**src/rtl/sensor_scheduler_if.sv**
```systemverilog
// sensor_scheduler_if: echo/trigger lines and published frame of the ultrasonic sequencer
interface sensor_scheduler_if;
    logic        enable;
    logic [2:0]  echo;
    logic [2:0]  trig;
    logic [11:0] dist_s1;
    logic [11:0] dist_s2;
    logic [11:0] dist_s3;
    logic        frame_valid;
    logic [2:0]  sensor_timeout;
    logic [1:0]  active_sensor;
    logic        busy;
    modport master (
        input  enable, echo,
        output trig, dist_s1, dist_s2, dist_s3, frame_valid, sensor_timeout, active_sensor, busy
    );
    modport slave (
        output enable, echo,
        input  trig, dist_s1, dist_s2, dist_s3, frame_valid, sensor_timeout, active_sensor, busy
    );
endinterface

```
**src/rtl/sensor_scheduler.sv**
```systemverilog
// sensor_scheduler: round-robin HC-SR04 trigger/echo sequencer publishing three distances per frame
module sensor_scheduler #(
    parameter int TRIG_CYCLES      = 500,
    parameter int CM_CYCLES        = 2900,
    parameter int ECHO_WAIT_CYCLES = 1_500_000,
    parameter int GUARD_CYCLES     = 3_000_000,
    parameter int MAX_CM           = 400
) (
    input logic                 clk,
    input logic                 reset,
    sensor_scheduler_if.master  bus
);
    localparam int M1   = (TRIG_CYCLES > ECHO_WAIT_CYCLES) ? TRIG_CYCLES : ECHO_WAIT_CYCLES;
    localparam int MAXC = (M1 > GUARD_CYCLES) ? M1 : GUARD_CYCLES;
    localparam int CW   = $clog2(MAXC + 1);
    localparam int PW   = $clog2(CM_CYCLES + 1);
    typedef enum logic [2:0] {IDLE, TRIG, WAIT_ECHO, MEASURE, GUARD} state_t;
    state_t        state, state_n;
    logic [CW-1:0] cnt;
    logic [PW-1:0] pre;
    logic [11:0]   cm;
    logic [2:0]    echo_m, echo_s, echo_d;
    logic [1:0]    active;
    logic [11:0]   sh0, sh1;
    logic [1:0]    to_sh;
    logic          e, rise, done, to_new;
    logic [11:0]   dist_new;
    assign e                 = echo_s[active];
    assign rise              = e & ~echo_d[active];
    assign bus.trig          = (state == TRIG) ? 3'b001 << active : 3'b000;
    assign bus.busy          = state != IDLE;
    assign bus.active_sensor = active;
    always_ff @(posedge clk or posedge reset)
        if (reset) state <= IDLE;
        else       state <= state_n;
    always_comb begin
        state_n  = state;
        done     = 1'b0;
        to_new   = 1'b0;
        dist_new = cm;
        unique case (state)
            IDLE:      state_n = bus.enable ? TRIG : IDLE;
            TRIG:      state_n = (cnt == CW'(TRIG_CYCLES - 1)) ? WAIT_ECHO : TRIG;
            WAIT_ECHO: begin
                if (rise) state_n = MEASURE;
                else if (cnt == CW'(ECHO_WAIT_CYCLES - 1)) begin
                    state_n  = GUARD;
                    done     = 1'b1;
                    to_new   = 1'b1;
                    dist_new = 12'hFFF;
                end
            end
            MEASURE: begin
                // out of range is reported as invalid distance, not as a timeout
                if (cm > 12'(MAX_CM)) begin
                    state_n  = GUARD;
                    done     = 1'b1;
                    dist_new = 12'hFFF;
                end else if (!e) begin
                    state_n = GUARD;
                    done    = 1'b1;
                end
            end
            GUARD:   state_n = (cnt != CW'(GUARD_CYCLES - 1)) ? GUARD :
                               (active != 2'd2 || bus.enable) ? TRIG : IDLE;
            default: state_n = IDLE;
        endcase
    end
    always_ff @(posedge clk or posedge reset)
        if (reset) begin
            {echo_d, echo_s, echo_m} <= '0;
            cnt                <= '0;
            pre                <= '0;
            cm                 <= '0;
            active             <= '0;
            sh0                <= '0;
            sh1                <= '0;
            to_sh              <= '0;
            bus.dist_s1        <= '0;
            bus.dist_s2        <= '0;
            bus.dist_s3        <= '0;
            bus.sensor_timeout <= '0;
            bus.frame_valid    <= 1'b0;
        end else begin
            {echo_d, echo_s, echo_m} <= {echo_s, echo_m, bus.echo};
            cnt             <= (state_n != state || state == IDLE) ? '0 : cnt + CW'(1);
            bus.frame_valid <= 1'b0;
            if (state == IDLE) active <= 2'd0;
            else if (state == GUARD && state_n != GUARD) active <= (active == 2'd2) ? 2'd0 : active + 2'd1;
            // the rising-edge cycle is already a high cycle, so it is counted
            if (state == WAIT_ECHO && rise) begin
                pre <= PW'(1);
                cm  <= '0;
            end else if (state == MEASURE && e) begin
                pre <= (pre == PW'(CM_CYCLES - 1)) ? '0 : pre + PW'(1);
                cm  <= (pre == PW'(CM_CYCLES - 1) && cm != 12'hFFF) ? cm + 12'd1 : cm;
            end
            if (done && active == 2'd0) begin
                sh0      <= dist_new;
                to_sh[0] <= to_new;
            end
            if (done && active == 2'd1) begin
                sh1      <= dist_new;
                to_sh[1] <= to_new;
            end
            if (done && active == 2'd2) begin
                bus.dist_s1        <= sh0;
                bus.dist_s2        <= sh1;
                bus.dist_s3        <= dist_new;
                bus.sensor_timeout <= {to_new, to_sh};
                bus.frame_valid    <= 1'b1;
            end
        end
endmodule
```
**src/flat_wrapper.sv**
```systemverilog
// flat-port wrapper written by rule: the top's interface ports become plain ports
module sensor_scheduler_flat 
#(
    parameter int TRIG_CYCLES      = 500,
    parameter int CM_CYCLES        = 2900,
    parameter int ECHO_WAIT_CYCLES = 1_500_000,
    parameter int GUARD_CYCLES     = 3_000_000,
    parameter int MAX_CM           = 400
)
  (clk, reset, bus_enable, bus_echo, bus_trig, bus_dist_s1, bus_dist_s2, bus_dist_s3, bus_frame_valid, bus_sensor_timeout, bus_active_sensor, bus_busy);
  sensor_scheduler_if bus_i ();
  input logic clk;
  input logic reset;
  input wire logic [$bits(bus_i.enable)-1:0] bus_enable;
  input wire logic [$bits(bus_i.echo)-1:0] bus_echo;
  output wire logic [$bits(bus_i.trig)-1:0] bus_trig;
  output wire logic [$bits(bus_i.dist_s1)-1:0] bus_dist_s1;
  output wire logic [$bits(bus_i.dist_s2)-1:0] bus_dist_s2;
  output wire logic [$bits(bus_i.dist_s3)-1:0] bus_dist_s3;
  output wire logic [$bits(bus_i.frame_valid)-1:0] bus_frame_valid;
  output wire logic [$bits(bus_i.sensor_timeout)-1:0] bus_sensor_timeout;
  output wire logic [$bits(bus_i.active_sensor)-1:0] bus_active_sensor;
  output wire logic [$bits(bus_i.busy)-1:0] bus_busy;
  assign bus_i.enable = bus_enable;
  assign bus_i.echo = bus_echo;
  assign bus_trig = bus_i.trig;
  assign bus_dist_s1 = bus_i.dist_s1;
  assign bus_dist_s2 = bus_i.dist_s2;
  assign bus_dist_s3 = bus_i.dist_s3;
  assign bus_frame_valid = bus_i.frame_valid;
  assign bus_sensor_timeout = bus_i.sensor_timeout;
  assign bus_active_sensor = bus_i.active_sensor;
  assign bus_busy = bus_i.busy;
  sensor_scheduler #(.TRIG_CYCLES(TRIG_CYCLES), .CM_CYCLES(CM_CYCLES), .ECHO_WAIT_CYCLES(ECHO_WAIT_CYCLES), .GUARD_CYCLES(GUARD_CYCLES), .MAX_CM(MAX_CM)) u_core (.clk(clk), .reset(reset), .bus(bus_i));
endmodule
```
**config.mk**
```make
export PLATFORM = sky130hd
export DESIGN_NAME = sensor_scheduler_flat
export DESIGN_NICKNAME = d
export VERILOG_FILES = /design/src/rtl/sensor_scheduler_if.sv /design/src/rtl/sensor_scheduler.sv /design/src/flat_wrapper.sv
export SDC_FILE = /design/constraint.sdc
export NUM_CORES = 1
export LEC_CHECK = 0
export ABC_CLOCK_PERIOD_IN_PS = 4700
export CORE_AREA = 10 10 112 114
export DETAILED_ROUTE_END_ITERATION = 8
export DIE_AREA = 0 0 122 124
export PLACE_DENSITY = 0.78
export RECOVER_POWER = 25
export SETUP_SLACK_MARGIN = 0.3
export SLEW_MARGIN = 20
export SYNTH_ARGS = -nofsm -noshare
export SYNTH_HDL_FRONTEND = slang
export SYNTH_SLANG_ARGS = --single-unit
```
**constraint.sdc**
```tcl
create_clock -name clk -period 4.7 [get_ports clk]
set_input_delay 0.94 -clock clk [delete_from_list [all_inputs] [get_ports clk]]
set_output_delay 0.94 -clock clk [all_outputs]
set_load 0.02 [all_outputs]
```
# Word-level counts from Yosys, hierarchy flattened
# Index checks and enable logic that the tools add are counted.
[word_totals]
ff_bits = 126
output_inout_bits = 46
[op_classes]
n_addsub = 4
n_lt_le_gt_ge = 2
eq_ne = 14
shift = 1
mux = 35
bitwise = 2
n_reduce_logical = 16
[ops]
columns = ["op", "n"]
rows = [
  ["12-bit two-way mux", 9],
  ["12-bit by 1-bit adder with 12-bit output (second input constant)", 2],
  ["12-bit case mux with 2 select lines", 1],
  ["22-bit by 1-bit adder with 22-bit output (second input constant)", 1],
  ["22-bit by 21-bit equality test with 1-bit output (second input constant)", 1],
  ["22-bit by 9-bit equality test with 1-bit output (second input constant)", 1],
  ["22-bit two-way mux", 1],
  ["22-bit inequality test (second input constant)", 1],
  ["3-bit two-way mux", 6],
  ["3-bit case mux with 5 select lines", 1],
  ["12-bit equality test (second input constant)", 1],
  ["12-bit by 9-bit > comparator with 1-bit output (second input constant)", 1],
  ["12-bit inequality test (second input constant)", 1],
  ["1-bit two-way mux", 10],
  ["2-bit two-way mux", 4],
  ["1-bit logical AND", 7],
  ["3-bit by 2-bit equality test with 1-bit output (second input constant)", 2],
  ["2-bit nonzero test", 3],
  ["1-bit binary-select mux with 2-bit select", 2],
  ["3-bit by 1-bit equality test with 1-bit output (second input constant)", 1],
  ["3-bit equality test (second input constant)", 1],
  ["3-bit logical NOT", 1],
  ["2-bit by 3-bit < comparator with 1-bit output (second input constant)", 1],
  ["3-bit inequality test", 1],
  ["other kinds (13)", 14],
]

# Logic depth before layout (Yosys ltp)
# Gate-level depths: netlist of the first run.
[logic_depth]
depth_word = 10
ltp_mapped = 10
ltp_nobuf = 8

# Worst setup path before layout of the first run
# OpenSTA, ideal clock, no wires.
[synth_timing]
kind = "register to register"
start = "register u_core.cnt[13]"
end = "register u_core.cnt[11]"
setup_time_ps = 138
arrival_ps = 2562
required_time_ps = 4562
path_slack_ps = 2000
stages_incl_launch_ff = 8
synth_period_minus_slack_ps = 2700
cell_sequence = "dfrtp_1 -> or4b_1 -> or4_4 -> o311ai_2 -> o2111ai_1 -> o21ai_0 -> buf_2 -> a211oi_2"
[synth_via]
elab_chain_cells = 7
elab_cells_between_ends = 11
classes_between = "eq/ne: 4; mux: 6; reduce/logical: 1"
[synth_rtl]
columns = ["element", "line", "source"]
rows = [
  ["start: declaration", "sensor_scheduler.sv:19", "logic [CW-1:0] cnt;"],
  ["start signal: assignment", "sensor_scheduler.sv:86", "cnt <= (state_n != state || state == IDLE) ? '0 : cnt + CW'(1);"],
  ["22-bit by 21-bit equality test with 1-bit output", "sensor_scheduler.sv:46", "else if (cnt == CW'(ECHO_WAIT_CYCLES - 1)) begin"],
  ["3-bit two-way mux", "sensor_scheduler.sv:46", ""],
  ["3-bit two-way mux", "sensor_scheduler.sv:45", "if (rise) state_n = MEASURE;"],
  ["3-bit case mux with 5 select lines *", "sensor_scheduler.sv:41", "unique case (state)"],
  ["3-bit inequality test *", "sensor_scheduler.sv:86", ""],
  ["1-bit logical OR *", "sensor_scheduler.sv:86", ""],
  ["22-bit two-way mux *", "sensor_scheduler.sv:86", ""],
]
# Every way passes the cells marked *; elsewhere a longest branch is shown, timed or not.
# A chain may end at the register's enable or synchronous reset.

==> results of run 1 <==
## power groups by stage
stage	clock (mW)	sequential [mW]	combinational, mW
2_1_floorplan	0	1.11	0.0197
3_3_place_gp	0	1.11	0.0333
3_5_place_dp	0	1.11	0.0343
4_1_cts	1.46	1.09	0.0346
5_1_grt	1.49	1.09	0.0367
6_report	1.44	1.09	0.0320
## cell families after synthesis
group                    after synthesis  synth area share, %
AND/OR/NAND/NOR                      185                 16.4
flip-flops                           126                 55.0
AO/OA/AOI/OAI                        113                 14.2
buffers and inverters                 37                 2.81
XOR/XNOR                              35                 5.35
multiplexers                          28                 5.45
adder cells (fa/ha/maj)                4                0.873
## worst min path at each step
stage / end / from / slack, ns / depth (start not counted)
floorplan: u_core.echo_s[0] / u_core.echo_m[0] / 0.33 / 0
global placement: u_core.echo_s[2] / u_core.echo_m[2] / 0.33 / 0
detailed placement: u_core.echo_s[1] / u_core.echo_m[1] / 0.34 / 0
CTS: u_core.echo_s[2] / u_core.echo_m[2] / 0.36 / 0
global route: u_core.echo_s[2] / u_core.echo_m[2] / 0.36 / 0
finish: u_core.echo_s[2] / u_core.echo_m[2] / 0.35 / 0
## stage by stage
stage	utilization (%)	hold WS (ns)	cells	area (µm²)
floorplan	-	0.331	528	5730
global placement	62.3	0.331	698	6370
detailed placement	62.3	0.342	698	6370
CTS	68.6	0.358	730	7020
global route	68.6	0.357	730	7020
finish	68.6	0.355	730	7020
## flip-flops by register name, summed over array words and instances (netlist names)
signal	flops
u_core.cnt	22
u_core.bus.dist_s1	12
u_core.bus.dist_s2	12
u_core.bus.dist_s3	12
u_core.cm	12
u_core.pre	12
u_core.sh0	12
u_core.sh1	12
u_core.bus.sensor_timeout	3
u_core.echo_d	3
u_core.echo_m	3
u_core.echo_s	3
u_core.state	3
u_core.bus.active_sensor	2
u_core.to_sh	2
u_core.bus.frame_valid	1
## layer usage
layer  up-vias  wire length, µm  global-route usage, %
met1      2161             5540                   21.1
met5         -                0                      0
met4         0              248                   7.97
li1       2007                -                      -
met2       111             7010                   32.2
met3        24              612                   3.94
## area by class of cell
type	instances	area (µm²)	area share (%)
Inverter	15	56.3	0.802
Tap cell	136	170	2.42
Clock buffer	18	418	5.95
Clock inverter	14	228	3.24
Timing Repair Buffer	56	561	7.98
Multi-Input combinational cell	365	2430	34.7
Sequential cell	126	3150	44.9
## cells in the final DEF, fill, tap and decap left out, types with 3 or more instances in the layout
cell and n:
a211oi_1 12, a211oi_2 10, a21oi_1 7, and3_1 12, and4_1 3, buf_4 4
bufinv_16 5, clkbuf_16 16, clkdlybuf4s50_1 47, dfrtp_1 126, dlygate4sd3_1 4, ha_1 4
inv_1 15, inv_6 6, mux2_2 26, nand2_1 48, nand2b_1 3, nand3_1 22
nand4_1 9, nor2_1 40, nor3_1 11, nor4_1 5, o2111ai_1 8, o211ai_1 4
o21a_1 10, o21ai_0 45, o31ai_1 4, or2_2 4, or3_1 11, or4b_1 3
xnor2_1 21, xor2_1 14
==> flow_summary_export.csv, run 1 <==
group,metric,value,unit
place,port_buffers,51,
critical_path,critPathCaptureType,"async pin",
floorplanning,core_area,10200,µm²
critical_path,r2r-end,"u_core.sh0[9]",
sta,fin_crit,3.38,ns
synthesis,syn_inst,528,
synthesis,synth_largest_area_cell,"dfrtp_1",
critical_path,cp-start-kind,"input port",
finish,num-fill-cells,724,
synthesis,synth_nets,538,
sta,setup_tns,0,ns
sta,maxSlewHeadroom,-80.7,%
synthesis,synth_edf_count,0,
synthesis,synth.most_common_cell,"dfrtp_1",
critical_path,crit_type,"input port to async pin",
synthesis,synthFlopType,"dfrtp_1",
floorplanning,die_x,122,µm
finish,num-nets-final,591,
status,status,"finished with violations",
critical_path,worst-path-max-fanout,71,
synthesis,syn_area,5730,µm²
synthesis,synth-async-reset-ratio,100,%
cts,ctsResizeCount,0,
sta,finalCritPeriodShare,72.0,%
pwr,power_switching,0.539,mW
pwr,power.total,2.56,mW
drt,drc,0,
synthesis,yosys_warnings,0,
cts,htreeDepth,4,
floorplanning,start_util,56.0,%
critical_path,crit_family,"buffers and inverters",
synthesis,ys_seq_elements,126,
global_routing,antenna_found_initial,0,
global_routing,grt_max_degree,72,
global_routing,grt_pass1_wl,22.1,mm
pwr,power.leakage,3.04,nW
finish,drive_gt1_share,14.1,%
cts,cts_setup_buffers,0,
sta,rsz0062_at_grt,"false",
critical_path,crit_path_top_delay_cell,"inv_1",
drt,dr.pass1.iters,4,
cts,cts_hold_buf,0,
critical_path,crit_chain,"dlygate4sd3_1 -> inv_1",
critical_path,cp.required,4.74,ns
critical_path,critPathCapture,"u_core.cm[9]",
run,cap_violations,1,
drt,antenna_left,0,
floorplanning,ios,52,
drt,drtIter0Drc,313,
pwr,p_per_area,365,nW/µm²
critical_path,cp.arrival,3.42,ns
pwr,share_comb_of_total_power,1.3,%
sta,max_freq,296,MHz
sta,fin_ws,1.32,ns
cts,clk_pin_slew,0.06,ns
drt,num_vias,4303,
cts,clockBufferDepth,2,
critical_path,max_stage_delay,1.90,ns
place,pre_cts_ws,1.50,ns
cts,cts_root_buf,"clkbuf_8",
finish,syn_to_final_growth,22.4,%
synthesis,synth_cell_type_count,52,
drt,finalWirelength,13.4,mm
drt,wl_per_cell,18.4,µm
critical_path,r2r_slack,1.38,ns
pwr,clockPowerShare,56.2,%
cts,cts-buffers-inserted,17,
place,dpl.hpwl,8.71,mm
global_routing,grt_overflow,0,
finish,diodes,0,
synthesis,avgSynthCellArea,10.9,µm²
synthesis,synth_top_area_share,55.0,%
global_routing,grt_pass1_vias,4367,
critical_path,cp_num_cells,2,
status,violations,"max-capacitance violations, max-slew violations",
place,gp_congestion,0.858,
pwr,seq_power_share,42.6,%
cts,clock-sinks,126,
synthesis,synth-seq-area-share,55.0,%
critical_path,crit_buf_inv,2,
sta,finClkSkew,0.00806,ns
synthesis,ys_top_cells_by_area,"dfrtp_1 55%, mux2_2 5.1%, o21ai_0 4.0%, xnor2_1 3.2%, nand2_1 3.1%",
pwr,vdd_drop_max,271,µV
critical_path,r2r_start,"u_core.cnt[11]",
floorplanning,row_count,37,
sta,drv_slew,71,
sta,setup_violations,0,
global_routing,grtUsageTotal,18.3,%
pwr,p_sw_share,21.0,%
drt,via_per_inst,5.89,
floorplanning,die_y,124,µm
cts,insertion_delay,0.52,ns
floorplanning,die-area,15100,µm²
worst_hold_path,min_path_type,"register to register",
sta,finalHoldViolCount,0,
synthesis,ys_top_cells_by_count,"126 x dfrtp_1, 48 x nand2_1, 46 x o21ai_0",
sta,tightest_slew,2.71,ns
critical_path,worst-r2r-cell-count,6,
critical_path,startpoint,"reset",
cts,cts_tree,"done",
pwr,intPower,2.02,mW
Power figures use the tool's default switching activity.
==> inputs of run 2 (changes only) <==
--- a/config.mk
+++ b/config.mk
@@ -5,7 +5,7 @@
 export SDC_FILE = /design/constraint.sdc
 export NUM_CORES = 1
 export LEC_CHECK = 0
-export ABC_CLOCK_PERIOD_IN_PS = 4700
+export ABC_CLOCK_PERIOD_IN_PS = 3500
 export CORE_AREA = 10 10 112 114
 export DETAILED_ROUTE_END_ITERATION = 8
 export DIE_AREA = 0 0 122 124
==> constraint.sdc (replaced) <==
create_clock -name clk -period 3.5 [get_ports clk]
set_input_delay 0.7 -clock clk [delete_from_list [all_inputs] [get_ports clk]]
set_output_delay 0.7 -clock clk [all_outputs]
set_load 0.02 [all_outputs]
==> run 2 against run 1 <==
Net effect: the flow still finishes with violations (max-capacitance violations, max-slew violations); combinational power grew 25%; final cell count increased by 0.41%; via count down 1.5%; total power rose by 30%; clock power is 27% higher; critical path depth grew 4; critical path type is now register to register; critical endpoint is now u_core.bus.dist_s3[11]; largest cell class unchanged; largest power group unchanged; highest routed layer unchanged.
==> flow_summary_export.csv, run 2 (synthesis gave the netlist of run 1 again) <==
group,metric,value,unit
status,status,"finished with violations",
status,violations,"max-capacitance violations, max-slew violations",
sta,fin_crit,2.99,ns
cts,cts_tree,"done",
sta,finClkSkew,0.00928,ns
finish,diodes,0,
sta,hold_slack,0.346,ns
critical_path,crit_path_top_delay_cell,"a2111oi_4",
global_routing,grt_overflow,0,
finish,final_common_cell,"dfrtp_1",
cts,cts-buffers-inserted,17,
critical_path,cp-start-kind,"register",
critical_path,crit_chain,"or2_2 -> or4b_1 -> a2111oi_4 -> o21bai_4 -> or3_1 -> o21a_1",
drt,dr.pass1.iters,5,
floorplanning,ios,52,
sta,drv_slew,127,
global_routing,grt_pass1_wl,21.1,mm
critical_path,crit_buf_inv,0,
worst_hold_path,hold-path-endpoint,"u_core.echo_s[0]",
worst_hold_path,hold_depth,0,
critical_path,crit_family,"simple AND/OR/NAND/NOR gates",
pwr,vdd_drop_max,312,µV
drt,antenna_left,0,
sta,max_freq,334,MHz
cts,clk_pin_slew,0.06,ns
sta,fin_ws,0.507,ns
critical_path,worst-r2r-cell-count,6,
sta,maxSlewHeadroom,-11.5,%
drt,drc,0,
place,gp_congestion,0.867,
cts,clock-sinks,126,
global_routing,antenna_found_initial,0,
sta,finalCritPeriodShare,85.5,%
floorplanning,die-area,15100,µm²
finish,multi_input_area,2430,µm²
cts,cts_setup_buffers,0,
global_routing,grt_pass1_vias,4181,
global_routing,grtUsageTotal,17.4,%
global_routing,grt_max_degree,127,
sta,setup_tns,0,ns
drt,via_per_inst,5.78,
finish,regMostFlops,"u_core.cnt",
worst_hold_path,min_from,"u_core.echo_m[0]",
critical_path,max_stage_delay,0.62,ns
sta,setup_violations,0,
finish,largest_reg_flops,22,
pwr,power.leakage,3.05,nW
place,port_buffers,51,
drt,num_vias,4239,
cts,clockBufferDepth,2,
critical_path,worst-path-max-fanout,23,
worst_hold_path,min_path_type,"register to register",
drt,drtIter0Drc,332,
finish,syn_to_final_growth,22.2,%
cts,insertion_delay,0.52,ns
finish,final_cell_mix,"126 x dfrtp_1, 48 x nand2_1, 47 x clkdlybuf4s50_1, 45 x o21ai_0, 40 x nor2_1",
critical_path,cp.arrival,3.40,ns
floorplanning,row_count,37,
cts,htreeDepth,4,
place,pre_cts_ws,0.544,ns
floorplanning,start_util,56.0,%
sta,rsz0062_at_grt,"false",
place,dpl.hpwl,8.49,mm
cts,ctsResizeCount,0,
floorplanning,die_y,124,µm
critical_path,r2r_slack,0.51,ns
pwr,p_per_area,476,nW/µm²
critical_path,crit_type,"register to register",
critical_path,r2r_start,"u_core.cnt[11]",
finish,seqCellArea,3150,µm²
finish,drive_gt1_share,14.6,%
floorplanning,core_area,10200,µm²
drt,finalWirelength,12.7,mm
sta,tightest_slew,1.67,ns
finish,num-nets-final,595,
cts,cts_root_buf,"clkbuf_8",
critical_path,r2r-end,"u_core.bus.dist_s3[11]",
finish,num-fill-cells,745,
critical_path,critPathCaptureType,"register",
pwr,power.total,3.34,mW
sta,finalHoldViolCount,0,
cts,cts_hold_buf,0,
drt,wl_per_cell,17.3,µm
critical_path,cp.required,3.91,ns
floorplanning,die_x,122,µm
run,cap_violations,1,
## run 2: changes by cell type in the layout (fill, tap and decap cells not counted)
cell	previous run	this run
clkinv_4	2	3
clkbuf_4	0	1
clkbuf_8	1	2
buf_4	4	8
buf_12	1	0
bufinv_16	5	4
clkinv_2	0	1
o21bai_2	1	0
o21bai_1	0	1
inv_1	15	14
inv_6	6	3
clkinvlp_4	1	2
## run 2: final cells by class
class	instances	area share [%]
Sequential cell	126	45.0
Multi-Input combinational cell	365	34.7
Timing Repair Buffer	60	8.25
Clock buffer	19	6.16
Clock inverter	12	2.64
Tap cell	136	2.43
Inverter	15	0.857
## run 2: routing by layer
layer	GRT usage, %	part of all wire [%]	vias to the layer above	routed length (µm)
met5	0	0	-	0
met4	7.30	1.5	0	192
met3	4.12	4.1	20	520
met2	29.3	51	93	6410
met1	21.0	44	2108	5550
li1	-	-	2018	-
## run 2: report_power, final
group	internal, mW	switching, mW	total, mW
sequential	1.46	0.00268	1.47
clock	1.18	0.651	1.83
combinational	0.00712	0.0330	0.0401
## run 2: worst max-delay path by stage
stage	start	to	slack (ns)	depth (start not counted)
global route	u_core.cnt[11]	u_core.bus.dist_s3[10]	0.34	6
detailed placement	u_core.cnt[11]	u_core.bus.dist_s2[0]	0.54	6
finish	u_core.cnt[11]	u_core.bus.dist_s3[11]	0.51	6
CTS	u_core.cnt[11]	u_core.bus.dist_s2[0]	0.51	6
floorplan	u_core.cnt[13]	u_core.cnt[11]	0.80	7
global placement	u_core.cnt[11]	u_core.bus.dist_s3[9]	0.64	6
## run 2: through the flow
stage	util (%)	area (µm²)	instances
2_1_floorplan	-	5740	528
3_3_place_gp	62.6	6400	702
3_5_place_dp	62.6	6400	702
4_1_cts	68.6	7020	733
5_1_grt	68.5	7010	733
6_report	68.5	7010	733
